<file path="config.mk">
export PLATFORM = sky130hd
export DESIGN_NAME = fetch_unit
export DESIGN_NICKNAME = d
export VERILOG_FILES = /design/src/rtl/fetch_unit.sv
export SDC_FILE = /design/constraint.sdc
export NUM_CORES = 1
export LEC_CHECK = 0
export BUFFER_PORTS_ARGS = -buffer_cell sky130_fd_sc_hd__buf_2
export CORE_ASPECT_RATIO = 0.9
export CORE_MARGIN = 2
export CORE_UTILIZATION = 47
export CTS_BUF_LIST = sky130_fd_sc_hd__clkbuf_4 sky130_fd_sc_hd__clkbuf_8 sky130_fd_sc_hd__clkbuf_16
export DETAILED_ROUTE_END_ITERATION = 16
export GPL_TIMING_DRIVEN = 0
export PLACE_DENSITY = 0.88
export SETUP_SLACK_MARGIN = 0.2
export SLEW_MARGIN = 10
export SYNTH_ARGS = -nofsm -noshare
export SYNTH_HDL_FRONTEND = slang
export SYNTH_SLANG_ARGS = --single-unit
</file>
<file path="constraint.sdc">
create_clock -name clk -period 2 [get_ports clk]
set_clock_uncertainty 0.2 [all_clocks]
set_input_delay 0.1 -clock clk [delete_from_list [all_inputs] [get_ports clk]]
set_output_delay 0.1 -clock clk [all_outputs]
set_load 0.005 [all_outputs]
</file>
<file path="src/rtl/fetch_unit.sv">
// Instruction fetch stage: PC, ROM address, one-entry valid/ready output buffer.
// Branches redirect and flush; a HALT opcode parks the FSM until the next branch.
module fetch_unit #(
  parameter int unsigned ADDR_W      = 8,
  parameter int unsigned INSTR_W     = 16,
  parameter logic [ADDR_W-1:0] RESET_PC = '0,
  parameter logic [3:0]  HALT_OPCODE = 4'hF
) (
  input  logic               clk,
  input  logic               rst_n,
  output logic [ADDR_W-1:0]  imem_addr,
  input  logic [INSTR_W-1:0] imem_data,
  input  logic               branch_valid,
  input  logic [ADDR_W-1:0]  branch_target,
  output logic               out_valid,
  input  logic               out_ready,
  output logic [INSTR_W-1:0] out_instr,
  output logic [ADDR_W-1:0]  out_pc,
  output logic               halted
);

  typedef enum logic {
    S_RUN    = 1'b0,
    S_HALTED = 1'b1
  } state_t;

  state_t r_state;
  state_t w_state_nxt;

  logic [ADDR_W-1:0]  r_pc;
  logic               r_valid;
  logic [INSTR_W-1:0] r_instr;
  logic [ADDR_W-1:0]  r_out_pc;

  logic w_fire;
  logic w_is_halt;
  logic w_drain;

  assign w_fire    = (r_state == S_RUN) && (!r_valid || out_ready);
  assign w_is_halt = (imem_data[INSTR_W-1 -: 4] == HALT_OPCODE);
  assign w_drain   = r_valid && out_ready;

  always_ff @(posedge clk or negedge rst_n) begin
    if (!rst_n) begin
      r_state <= S_RUN;
    end else begin
      r_state <= w_state_nxt;
    end
  end

  always_comb begin
    w_state_nxt = r_state;
    unique case (1'b1)
      branch_valid:          w_state_nxt = S_RUN;
      w_fire && w_is_halt:   w_state_nxt = S_HALTED;
      default:               w_state_nxt = r_state;
    endcase
  end

  always_comb begin
    halted    = (r_state == S_HALTED);
    imem_addr = r_pc;
    out_valid = r_valid;
    out_instr = r_instr;
    out_pc    = r_out_pc;
  end

  // Branch wins over capture; the flushed slot gives the one-cycle bubble.
  always_ff @(posedge clk or negedge rst_n) begin
    if (!rst_n) begin
      r_pc     <= RESET_PC;
      r_valid  <= 1'b0;
      r_instr  <= '0;
      r_out_pc <= '0;
    end else if (branch_valid) begin
      r_pc    <= branch_target;
      r_valid <= 1'b0;
    end else if (w_fire) begin
      r_instr  <= imem_data;
      r_out_pc <= r_pc;
      r_valid  <= 1'b1;
      r_pc     <= r_pc + 1'b1;
    end else if (w_drain) begin
      r_valid <= 1'b0;
    end
  end

endmodule

</file>
; Yosys cells after proc, flatten, opt, wreduce, memory -nomap -nowiden
; Index checks and enable logic that the tools add are counted.
[word_totals]
register_bits = 34
wordCells = 24
inputBits = 28
[op_classes]
muxes = 6
n_reduce_logical = 9
bitwise = 2
add_sub_neg = 1
n_eq_ne = 1
[ops]
columns = operator, n
row1 = two-way mux 8 bit, 2
row2 = "adder 8 x 1 -> 8 bit, second input constant", 1
row3 = "equality test 4 bit, second input constant", 1
row4 = nonzero test 2 bit, 2
row5 = logical AND 1 bit, 3
row6 = two-way mux 1 bit, 3
row7 = nonzero test 3 bit, 1
row8 = inverter 1 bit, 2
row9 = one-hot mux 1 bit (2 select lines), 1
row10 = AND reduction 2 bit, 1
row11 = logical NOT 1 bit, 1
row12 = logical OR 1 bit, 1

; Longest topological paths before layout
[depth]
ltp_word = 5
mapped_depth = 5

; Least setup slack after synthesis
; No wires, ideal clock.
[synth_timing]
path_type = reg-to-reg
startpoint = register r_valid (netlist: out_valid)
endpoint = register r_instr[10] (netlist: out_instr[10])
arrival_ps = 1356
path_stages_with_launch = 6
synth_period_minus_slack_ps = 1681
required_ps = 1675
path_slack_ps = 319
cell_sequence = dfrtp_1 nor2b_4 buf_6 nor3_4 buf_6 mux2_2
[synth_via]
elab_chain_len = 4
[synth_lines]
columns = element, line
row1 = from (decl), 31  ; logic r_valid;
row2 = from (signal assigned), 72  ; r_valid <= 1'b0;
row3 = from (signal assigned), 77  ; r_valid <= 1'b0;
row4 = from (signal assigned), 81  ; r_valid <= 1'b1;
row5 = logical NOT 1 bit, 39  ; assign w_fire = (r_state == S_RUN) && (!r_valid || out_ready);
row6 = logical OR 1 bit, 39
row7 = logical AND 1 bit, 39
row8 = AND reduction 2 bit (no source line), n/a
row9 = to (signal assigned), 79  ; r_instr <= imem_data;
row10 = to (decl), 32  ; logic [INSTR_W-1:0] r_instr;
; No other way between the ends.
; A chain may end at the register's enable or synchronous reset.

; Worst setup path after layout
[layout_timing]
startpoint = register r_valid (netlist: out_valid)
endpoint = register r_instr[9] (netlist: out_instr[9])
; Same word-level chain as after synthesis.

==> run summary <==
initial antenna violation count: 0
Flop pwr share: 0.504
VDD IR-drop max: 0.688 mV
fill count: 216
vias: 1242
RSZ-0062 raised after global routing: true
fin crit share: 0.905
H-tree Lvls: 2
status: finished, final reports clean
Max-Cap Viols: 0
P_int: 0.00128 W
DRT antenna net count: 0
die area: 3610 um^2
Rows: 19
CP Capture Type: flip-flop
area of the multi-input gates: 578 um^2
final-stage net count: 245
Final Hold Slack: 0.139 ns
clock root cell: clkbuf_4
Mapped Area: 1480 um^2
Worst-path clk slew: 0.10 ns
total wire length: 3760 um
clock buffer count from CTS: 5
sw frac: 0.280
# DRC: 0
CTS Buffer Depth: 2
sequential standard cell area: 851 um^2
pin count of the biggest net entering global routing: 35
Psw: 0.000496 W
fmax: 553 MHz
Worst slew margin: 0.516
Layout Area Growth over Synthesis: 52.2%
routability cong.: 0.784
Yosys top cell area share: 0.575
Clock Power Share: 0.231
reg2reg setup slack: 0.19 ns
Die X: 63.2 um
Crit Path Category: reg2reg
Vias/cell: 4.80
Antenna Diode Count: 0
Num Clock Sinks: 34
pwr dens: 786 nW/um^2
CTS tree: done
HPWL reported at the end of detailed placement: 2360 um
Top Ports: 62
reg2reg end: out_instr[9]
Critical Path AT: 1.84 ns
Post-Synthesis Net Count: 140
Main synth FF type: dfrtp_1
dominant cell type by area after synthesis: dfrtp_1
Slew Limit Fails: 0
Ys Warns: 0
Starting Density: 0.490
FF+latch count, synth: 34
Gate Count Post-Synth: 111
layout cells sized above 1: 0.512
Worst Setup SP: out_valid
Critical Path Source Type: flip-flop
number of synthesized flops with an enable pin: 0
share of total power in combinational logic: 0.265
core area: 3020 um^2
Worst-Margin Slew: 0.726 ns
reg-to-reg startpoint: out_valid
Routed WL per cell: 14.5 um
Tightest Hold Check Type: in2async
grt ovf: 0
leading post-synthesis cells by cell area: dfrtp_1 (57%), mux2_2 (18%), xnor2_1 (3.0%)
mean area per synthesized cell: 13.3 um^2
drt first pass iters: 2
Setup TNS: 0 ns
chip height: 57.2 um
Final Hold Viols: 0
worst path required time: 2.03 ns
Leakage: 1.07 nW
worst setup path endpoint: out_instr[9]
ys async rst share: 1.00
leading cell type by number of instances after synthesis: dfrtp_1
Worst R2R Path Depth: 6
Final min period: 1.81 ns
vias in the first global route: 1253
GRT Overall Usage: 0.220
sequential area share after synthesis: 0.575
DRT iter0 DRCs: 39
most frequent cells after synthesis: dfrtp_1 (34), mux2_2 (24), nand2_1 (10), o21ai_0 (7), xnor2_1 (5)
worst skew pair latency: 0.34 ns
worst-path fanout max: 6
first-pass GRT wire length: 5890 um
Final setup viols: 0
count of different cell masters after synthesis: 26
Port Buffers: 60
[critical path, cell delays in order (launching register included)]
cell and delay (ns):
dfrtp_1 0.39, nor2b_4 0.12, buf_6 0.12, nor3_4 0.23
buf_4 0.18, buf_6 0.12, mux2_2 0.34
[what timing repair did]
| item | CTS | global route |
|---|---|---|
| setup endpoints to repair | 0 | 20 |
| hold buffers | 28 | 0 |
| resized for setup | 0 | 3 |
| buffers inserted | 0 | 8 |
| hold endpoints to repair | 60 | 0 |
[layout make-up]
| cell class | count | area share |
|---|---|---|
| flip-flops and latches | 34 | 0.378 |
| repair buffers | 98 | 0.292 |
| multi-input cells | 70 | 0.257 |
| clock buffers | 7 | 0.0261 |
| well taps | 42 | 0.0233 |
| plain buffers | 6 | 0.0211 |
| clock inverters | 1 | 0.00222 |
| inverters | 1 | 0.00167 |
[power groups by stage]
stage	Sequential [W]	Combinational, W	Clock, W
3_3_place_gp	0.000891	0.000383	0
2_1_floorplan	0.000903	0.000194	0
6_report	0.000893	0.000470	0.000409
3_5_place_dp	0.000903	0.000399	0
5_1_grt	0.000912	0.000510	0.000453
4_1_cts	0.000892	0.000443	0.000417
[per-layer routing]
layer | vias to the layer above | GRT usage | share of wire
met4 | 0 | 0.0762 | 0.017
li1 | 593 | - | -
met3 | 7 | 0.0848 | 0.074
met5 | - | 0 | 0
met2 | 50 | 0.389 | 0.52
met1 | 592 | 0.245 | 0.39
[cells by family (layout without fill, tap and decap cells)]
logic type,after synthesis,after routing,synth area share
buf+inv,7,113,0.0346
fa+ha+maj,1,1,0.00845
simple gates,28,28,0.114
xor+xnor,6,6,0.0355
mux,27,27,0.204
compound gates,8,8,0.0287
flops,34,34,0.575
[stage by stage]
step           total power [W]  setup WS [ns]  cells  area [um^2]  utilization
3_5_place_dp           0.00130          0.204    213         1830        0.607
5_1_grt                0.00188          0.148    259         2250        0.746
3_3_place_gp           0.00127          0.256    213         1830        0.607
4_1_cts                0.00175          0.202    249         2180        0.721
6_report               0.00177          0.190    259         2250        0.746
2_1_floorplan          0.00110          0.319    111         1480            -
[placed cells by master (no fill, tap or decap), types with 2 or more instances in the layout]
master | Yosys | layout
dfrtp_1 | 34 | 34
nor3_1 | 4 | 4
mux2i_1 | 2 | 2
mux2_2 | 24 | 24
buf_6 | 3 | 4
clkbuf_4 | 0 | 6
o21ai_0 | 7 | 7
buf_4 | 0 | 8
dlygate4sd3_1 | 0 | 28
xnor2_1 | 5 | 5
buf_2 | 1 | 62
nor2_1 | 4 | 4
nand3_1 | 2 | 2
nand2_1 | 10 | 10
[state kept, by name (all words and copies together), names as in the netlist]
name,count
out_valid,1
halted,1
imem_addr,8
out_pc,8
out_instr,16
[worst min path at each step]
stage          slack [ns]      endpoint  cells after the start  startpoint
2_1_floorplan       -0.40        halted                      0       rst_n
3_3_place_gp        -0.02  imem_addr[2]                      1       rst_n
3_5_place_dp       -0.004     out_pc[4]                      1       rst_n
4_1_cts              0.16  imem_addr[1]                      2       rst_n
5_1_grt              0.19  imem_addr[1]                      2       rst_n
6_report             0.14  imem_addr[1]                      2       rst_n
Power figures use the tool's default switching activity.
